<file path="config.mk">
export PLATFORM = sky130hd
export DESIGN_NAME = muldiv_unit
export DESIGN_NICKNAME = d
export VERILOG_FILES = /design/src/rtl/muldiv_unit.sv
export SDC_FILE = /design/constraint.sdc
export NUM_CORES = 2
export LEC_CHECK = 0
export ABC_AREA = 1
export CAP_MARGIN = 15
export CORE_MARGIN = 4
export CORE_UTILIZATION = 55
export CTS_BUF_LIST = sky130_fd_sc_hd__clkbuf_4
export DETAILED_ROUTE_END_ITERATION = 6
export PLACE_DENSITY = 0.81
export SLEW_MARGIN = 30
export SYNTH_ARGS = -nofsm -noshare
export SYNTH_HDL_FRONTEND = slang
export SYNTH_SLANG_ARGS = --single-unit
</file>
<file path="constraint.sdc">
create_clock -name clk -period 2.79 [get_ports clk]
set_input_delay 0.558 -clock clk [delete_from_list [all_inputs] [get_ports clk]]
set_output_delay 0.558 -clock clk [all_outputs]
set_load 0.01 [all_outputs]
</file>
<file path="src/rtl/muldiv_unit.sv">
// Iterative WIDTH-bit MULT/MULTU/DIV/DIVU unit writing architectural HI/LO; one bit per cycle.
// Optional macro MULDIV_EARLY_TERM_EN: multiplies finish once the remaining multiplier bits are zero.
module muldiv_unit #(
    parameter int WIDTH = 64
) (
    input  logic             clk,
    input  logic             rst,
    input  logic             start,
    input  logic [1:0]       op,
    input  logic [WIDTH-1:0] operand_a,
    input  logic [WIDTH-1:0] operand_b,
    input  logic             flush,
    input  logic             hilo_we,
    input  logic             hilo_sel,
    input  logic [WIDTH-1:0] hilo_wdata,
    output logic             busy,
    output logic             done,
    output logic             div_by_zero,
    output logic [WIDTH-1:0] hi,
    output logic [WIDTH-1:0] lo
);
    localparam int CW = $clog2(WIDTH);

`ifdef MULDIV_EARLY_TERM_EN
    localparam bit EARLY_TERM = 1'b1;
`else
    localparam bit EARLY_TERM = 1'b0;
`endif

    typedef enum logic [1:0] {IDLE, RUN, FIX} state_t;

    state_t             state_reg;
    logic [CW-1:0]      cnt_reg;
    logic               is_div_reg;
    logic               sign_a_reg;
    logic               sign_b_reg;
    logic               dbz_pend_reg;
    logic [2*WIDTH-1:0] acc_reg;     // mult: product; div: {remainder, dividend/quotient}
    logic [2*WIDTH-1:0] mcand_reg;
    logic [WIDTH-1:0]   opb_reg;     // mult: multiplier (shifts right); div: divisor
    logic               busy_reg;
    logic               done_reg;
    logic               div_by_zero_reg;
    logic [WIDTH-1:0]   hi_reg;
    logic [WIDTH-1:0]   lo_reg;

    logic               a_neg, b_neg;
    logic [WIDTH-1:0]   a_mag, b_mag;
    logic [2*WIDTH-1:0] mul_acc_next;
    logic [WIDTH:0]     div_shift;
    logic               div_ok;
    logic [WIDTH-1:0]   rem_next;
    logic [2*WIDTH-1:0] div_acc_next;
    logic               run_last;
    logic [2*WIDTH-1:0] prod_fix;
    logic [WIDTH-1:0]   quo_fix, rem_fix;

    always_comb begin
        a_neg = ~op[0] & operand_a[WIDTH-1];
        b_neg = ~op[0] & operand_b[WIDTH-1];
        a_mag = a_neg ? -operand_a : operand_a;
        b_mag = b_neg ? -operand_b : operand_b;

        mul_acc_next = acc_reg + (opb_reg[0] ? mcand_reg : '0);

        // Partial remainder stays below the divisor, so the difference fits in WIDTH bits.
        div_shift    = {acc_reg[2*WIDTH-1:WIDTH], acc_reg[WIDTH-1]};
        div_ok       = (div_shift >= {1'b0, opb_reg});
        rem_next     = div_ok ? (div_shift[WIDTH-1:0] - opb_reg) : div_shift[WIDTH-1:0];
        div_acc_next = {rem_next, acc_reg[WIDTH-2:0], div_ok};

        run_last = (cnt_reg == '0) ||
                   (EARLY_TERM && !is_div_reg && (opb_reg[WIDTH-1:1] == '0));

        prod_fix = (sign_a_reg ^ sign_b_reg) ? -acc_reg : acc_reg;
        quo_fix  = (sign_a_reg ^ sign_b_reg) ? -acc_reg[WIDTH-1:0] : acc_reg[WIDTH-1:0];
        rem_fix  = sign_a_reg ? -acc_reg[2*WIDTH-1:WIDTH] : acc_reg[2*WIDTH-1:WIDTH];
    end

    always_ff @(posedge clk or negedge rst) begin
        if (!rst) begin
            state_reg       <= IDLE;
            cnt_reg         <= '0;
            is_div_reg      <= 1'b0;
            sign_a_reg      <= 1'b0;
            sign_b_reg      <= 1'b0;
            dbz_pend_reg    <= 1'b0;
            acc_reg         <= '0;
            mcand_reg       <= '0;
            opb_reg         <= '0;
            busy_reg        <= 1'b0;
            done_reg        <= 1'b0;
            div_by_zero_reg <= 1'b0;
            hi_reg          <= '0;
            lo_reg          <= '0;
        end else begin
            done_reg <= 1'b0;
            case (state_reg)
                IDLE: begin
                    if (start && !flush) begin
                        is_div_reg      <= op[1];
                        sign_a_reg      <= a_neg;
                        sign_b_reg      <= b_neg;
                        cnt_reg         <= CW'(WIDTH - 1);
                        div_by_zero_reg <= 1'b0;
                        dbz_pend_reg    <= 1'b0;
                        busy_reg        <= 1'b1;
                        opb_reg         <= b_mag;
                        if (op[1] && operand_b == '0) begin
                            // Result preloaded so FIX writes LO=all ones, HI=operand_a unaltered.
                            acc_reg      <= {operand_a, {WIDTH{1'b1}}};
                            sign_a_reg   <= 1'b0;
                            sign_b_reg   <= 1'b0;
                            dbz_pend_reg <= 1'b1;
                            state_reg    <= FIX;
                        end else if (op[1]) begin
                            acc_reg   <= {{WIDTH{1'b0}}, a_mag};
                            state_reg <= RUN;
                        end else begin
                            acc_reg   <= '0;
                            mcand_reg <= {{WIDTH{1'b0}}, a_mag};
                            state_reg <= (EARLY_TERM && b_mag == '0) ? FIX : RUN;
                        end
                    end else if (hilo_we && !start) begin
                        if (hilo_sel) hi_reg <= hilo_wdata;
                        else          lo_reg <= hilo_wdata;
                    end
                end
                RUN: begin
                    if (flush) begin
                        state_reg <= IDLE;
                        busy_reg  <= 1'b0;
                    end else begin
                        if (is_div_reg) begin
                            acc_reg <= div_acc_next;
                        end else begin
                            acc_reg   <= mul_acc_next;
                            mcand_reg <= mcand_reg << 1;
                            opb_reg   <= opb_reg >> 1;
                        end
                        cnt_reg <= cnt_reg - CW'(1);
                        if (run_last) state_reg <= FIX;
                    end
                end
                FIX: begin
                    state_reg <= IDLE;
                    busy_reg  <= 1'b0;
                    if (!flush) begin
                        if (is_div_reg) begin
                            lo_reg <= quo_fix;
                            hi_reg <= rem_fix;
                        end else begin
                            lo_reg <= prod_fix[WIDTH-1:0];
                            hi_reg <= prod_fix[2*WIDTH-1:WIDTH];
                        end
                        div_by_zero_reg <= dbz_pend_reg;
                        done_reg        <= 1'b1;
                    end
                end
                default: begin
                    state_reg <= IDLE;
                    busy_reg  <= 1'b0;
                end
            endcase
        end
    end

    assign busy        = busy_reg;
    assign done        = done_reg;
    assign div_by_zero = div_by_zero_reg;
    assign hi          = hi_reg;
    assign lo          = lo_reg;
endmodule
</file>
==> results of run 1 <==
## stage by stage
stage	setup slack, ps	hold WS, ps	std cells	cell area [um^2]	util
2_1_floorplan	15.3	262	9471	53000	-
3_3_place_gp	-577	462	12155	67500	0.708
3_5_place_dp	-630	465	12155	67500	0.708
4_1_cts	-315	7.86	12437	73200	0.768
## cells by family after synthesis
kind of cell	after synthesis
xor gates and xnor gates	178
buffers and inverters	1945
DFF	463
and+or+nand+nor	5209
AOI/OAI and AO/OA	1477
adders and majority gates	199
## per-layer routing
layer  track usage  GRT overflow
met2         0.904           299
met5         0.467             3
met3         0.659            24
met1         0.785            24
met4         0.711           185
## timing repair
action / in CTS
resized for setup: 837
setup endpoints to repair: 123
hold buffers: 8
buffers inserted: 36
hold endpoints to repair: 365
pin swaps: 112
cloned: 5
==> results.yml, run 1 <==
clock_network:
  clk_root_buffer_cell: "clkbuf_4"
  cts_buf_count: 135
  clock-sinks: 463
  cts.path.max_buffers: 3
  cts_max_level: 4
global_routing:
  grt.overflow.total: 535
  grt_start_max_net_pins: 147
  grt_usage: 0.773
synth:
  combinational_family_with_the_most_area_after_synthesis: "simple AND/OR/NAND/NOR gates"
  synth-seq-cells: 463
  post_synthesis_instance_total: 9471
  mux_cell_area_share_after_synthesis: 0
  synth-warning-count: 0
  most_frequent_cells_after_synthesis: "2924 x nand2_1, 1612 x inv_1, 1068 x nor2_1, 827 x nand3_1, 697 x a21oi_1"
  synthXorXnorAreaFrac: 0.0294
  seq_area_frac_synth: 0.219
  synthMostInstantiatedCell: "nand2_1"
  synth.area.top_cells: "dfrtp_1 22%, nand2_1 21%, inv_1 11%"
  synth_largest_area_cell: "dfrtp_1"
  syn_area_per_cell_um2: 5.59
  synth_async_sr_flop_share: 1.00
  share_of_the_synthesized_area_in_compound_gates_ao_oa_aoi_oai: 0.154
  yosysUniqueCellTypes: 65
  nets_in_the_synthesized_netlist: 9870
  synth_adder_area_share: 0.0473
  simple_gate_share_of_the_synthesized_area: 0.409
  number_of_enable_flip_flop_cells_after_synthesis: 0
  syn-cell-area_um2: 53000
  post-synth-top-area-fraction: 0.219
  prevailing_post_synth_register_cell: "dfrtp_1"
place:
  place_hpwl_um: 229000
  count_of_buffers_inserted_at_the_top_level_ports: 330
  place.gp.congestion: 1.34
floorplanning:
  i_o_pins: 331
  die_height_um: 318
  initial_core_utilization: 0.556
  die_width_um: 318
  rows: 113
status:
  status: "aborted with a tool error"
  tool.error: "[ERROR GRT-0232] Routing congestion too high. Check the congestion heatmap in the GUI."
  stop_stage: "5_1_grt"
==> run 2, diff against run 1 <==
--- a/config.mk
+++ b/config.mk
@@ -8,10 +8,9 @@
 export ABC_AREA = 1
 export CAP_MARGIN = 15
 export CORE_MARGIN = 4
-export CORE_UTILIZATION = 55
-export CTS_BUF_LIST = sky130_fd_sc_hd__clkbuf_4
+export CORE_UTILIZATION = 40
 export DETAILED_ROUTE_END_ITERATION = 6
-export PLACE_DENSITY = 0.81
+export PLACE_DENSITY_LB_ADDON = 0.15
 export SLEW_MARGIN = 30
 export SYNTH_ARGS = -nofsm -noshare
 export SYNTH_HDL_FRONTEND = slang
==> constraint.sdc (replaced) <==
create_clock -name clk -period 3.6 [get_ports clk]
set_input_delay 0.72 -clock clk [delete_from_list [all_inputs] [get_ports clk]]
set_output_delay 0.72 -clock clk [all_outputs]
set_load 0.01 [all_outputs]
==> run 2 against run 1 <==
- the flow now finishes, with violations (DRC)
- synthesized area unchanged
- synthesized cell count unchanged
==> results.yml, run 2 <==
layout:
  num-nets-final: 10743
  layout.filler_cells: 14010
  final_cell_count_no_fill: 12159
  stdcell_area_um2: 67200
  utilization: 0.511
  most-common-layout-cells: "2854 x nand2_1, 1604 x inv_1, 953 x nor2_1, 809 x nand3_1, 744 x buf_4"
  share_of_layout_cells_above_drive_strength_1: 0.129
  final_common_cell: "nand2_1"
  flow.area_growth_from_synthesis_pct: 26.8
clock_network:
  clk_root_buffer_cell: "clkbuf_16"
  cts_tree: "yes"
  cts.reportedPaths.clkPinSlew_ps: 60
  clock-sinks: 463
  cts_max_level: 2
  cts_buf_count: 58
  insertion_delay_ps: 750
  cts.path.max_buffers: 3
route:
  detailroute.via_count: 69609
  post-route-drc-count: 14
  post_drt_via_cell_ratio: 5.72
  initialDrtViolationCount: 9817
  met2_wirelength_um: 131000
  met1_length_um: 123000
  drt_pre_antenna_iters: 7
  post_drt_wl_per_cell_um: 26.7
  highest_layer: "met5"
  met3_length_um: 39800
  routed_wirelength_um: 324000
  route.antenna.remaining_nets: 0
place:
  count_of_buffers_inserted_at_the_top_level_ports: 330
  dp.cells: 12028
  dpl_worst_slack_ps: -300
  place.gp.congestion: 1.20
  dpl_cell_area_um2: 63400
  place_hpwl_um: 271000
synth:
  post_synthesis_instance_total: 9471
  most_frequent_cells_after_synthesis: "2924 x nand2_1, 1612 x inv_1, 1068 x nor2_1, 827 x nand3_1, 697 x a21oi_1"
  yosysUniqueCellTypes: 65
  synth_largest_area_cell: "dfrtp_1"
  synth.area.top_cells: "dfrtp_1 22%, nand2_1 21%, inv_1 11%"
  syn-cell-area_um2: 53000
  synth_async_sr_flop_share: 1.00
  synthMostInstantiatedCell: "nand2_1"
  post-synth-top-area-fraction: 0.219
  seq_area_frac_synth: 0.219
  number_of_enable_flip_flop_cells_after_synthesis: 0
  synth-seq-cells: 463
  synth-warning-count: 0
  prevailing_post_synth_register_cell: "dfrtp_1"
  nets_in_the_synthesized_netlist: 9870
  syn_area_per_cell_um2: 5.59
critical_path:
  critPathMaxFanout: 11
  critical_path_sink_type: "flop"
  timing.critical_path.from_type: "flop"
  required_time_of_the_critical_path_ps: 4150
  timing_worst_setup_path_type: "reg -> reg"
  critical_path_data_arrival_time_ps: 4130
power:
  power.static_leakage_nw: 34.5
  power_density_nw_per_um2: 1090
  ir_drop_v: 0.000775
timing:
  finalClockSkew_ps: 86.3
  setup_slack_ps: 23.5
  slew_violations: 0
  timing_worst_slew_pin_value_ps: 897
  post-route-period-util: 0.993
  max_slew_margin: 0.402
  clock.fmax_mhz: 280
  final-setup-viol-count: 0
  final_period_minus_worst_setup_slack_ps: 3580
  finalHoldViolations: 0
  grt_setup_unrepaired: "yes"
  finalHoldWorstSlack_ps: 438
flow_run:
  drv.max_cap_violation_count: 0
global_routing:
  grt_antenna_before_repair: 24
  grt_start_max_net_pins: 134
  grt_pass1_vias: 63343
  grt.overflow.total: 0
  grt_pass1_wl_um: 447000
  grt_usage: 0.447
min_path:
  holdCritPathClass: "in -> async"
floorplanning:
  i_o_pins: 331
  dieArea_um2: 138000
  rows: 133
  die_height_um: 372
  initial_core_utilization: 0.403
  core_region_area_um2: 131000
  die_width_um: 372
status:
  status: "finished with violations"
  failed_checks: "DRC"
run 2: cell counts after synthesis:
Identical to the previous run, type by type.
run 2: worst paths after layout:
path,slack [ps],endpoint,cells after the start,startpoint
worst max-delay path,20,acc_reg[119]$_DFFE_PN0P_,20,opb_reg[0]$_DFFE_PN0P_
worst min-delay path,440,mcand_reg[22]$_DFFE_PN0P_,2,rst
worst max register to register,20,acc_reg[119]$_DFFE_PN0P_,20,opb_reg[0]$_DFFE_PN0P_
worst min register to register,470,opb_reg[8]$_DFFE_PN0P_,2,opb_reg[9]$_DFFE_PN0P_
max in group asynchronous,1990,cnt_reg[2]$_DFFE_PN0P_,4,rst
min in group clk,470,opb_reg[8]$_DFFE_PN0P_,2,opb_reg[9]$_DFFE_PN0P_
run 2: cell type report:
class	instances	area (um^2)	area share
Antenna cell	13	32.5	0.000484
Clock buffer	72	1590	0.0237
Clock inverter	35	513	0.00764
Inverter	1645	6190	0.0922
Multi-Input combinational cell	7063	35400	0.527
Sequential cell	463	11600	0.173
Tap cell	1755	2200	0.0327
Timing Repair Buffer	1113	9670	0.144
run 2: power breakdown:
| part | total, mW | switching, mW | internal, mW | leakage [nW] |
|---|---|---|---|---|
| clock | 6.66 | 2.85 | 3.82 | 1.03 |
| sequential | 10.3 | 2.76 | 7.53 | 5.51 |
| combinational | 56.0 | 37.9 | 18.1 | 28.0 |
| total | 73.0 | 43.5 | 29.5 | 34.5 |
run 2: critical path, stage by stage, from the launching register on:
cell	delay (ps)
dfrtp_4	520
buf_12	180
buf_4	170
nand2_1	60
inv_1	40
ha_1	310
nand2_1	130
inv_1	50
a21oi_1	210
nand2_1	100
nand3b_1	360
buf_4	240
nand2_1	50
nand3_1	130
buf_12	180
nand2_1	170
nand3_1	100
nand3_1	130
nand3_1	80
nand2_1	90
nand2_1	60
run 2: cells by family after synthesis:
| family | share of synthesized area |
|---|---|
| adders and majority gates | 0.0473 |
| and+or+nand+nor | 0.409 |
| AOI/OAI and AO/OA | 0.154 |
| buffers and inverters | 0.142 |
| DFF | 0.219 |
| xor gates and xnor gates | 0.0294 |
run 2: metal layers:
| metal | global-route usage | up-vias |
|---|---|---|
| met2 | 0.646 | 4526 |
| met3 | 0.138 | 1026 |
| met1 | 0.557 | 32271 |
| met5 | 0.00641 | - |
| li1 | - | 31764 |
| met4 | 0.332 | 22 |
run 2: metrics by stage:
stage	total power [mW]	TNS, ps
after floorplan	36.9	0
after global placement	61.8	-4060
after detailed placement	62.1	-3850
after CTS	69.2	-132
after global routing	76.2	-330
final	73.0	0
run 2: what timing repair did:
item,CTS,global route
cloned,0,1
buffers inserted,2,7
endpoints found under the setup margin,48,87
hold buffers,1,0
pin swaps,3,23
endpoints found under the hold margin,24,0
resized for setup,52,332
No activity file was read; power rests on OpenSTA's default activity.
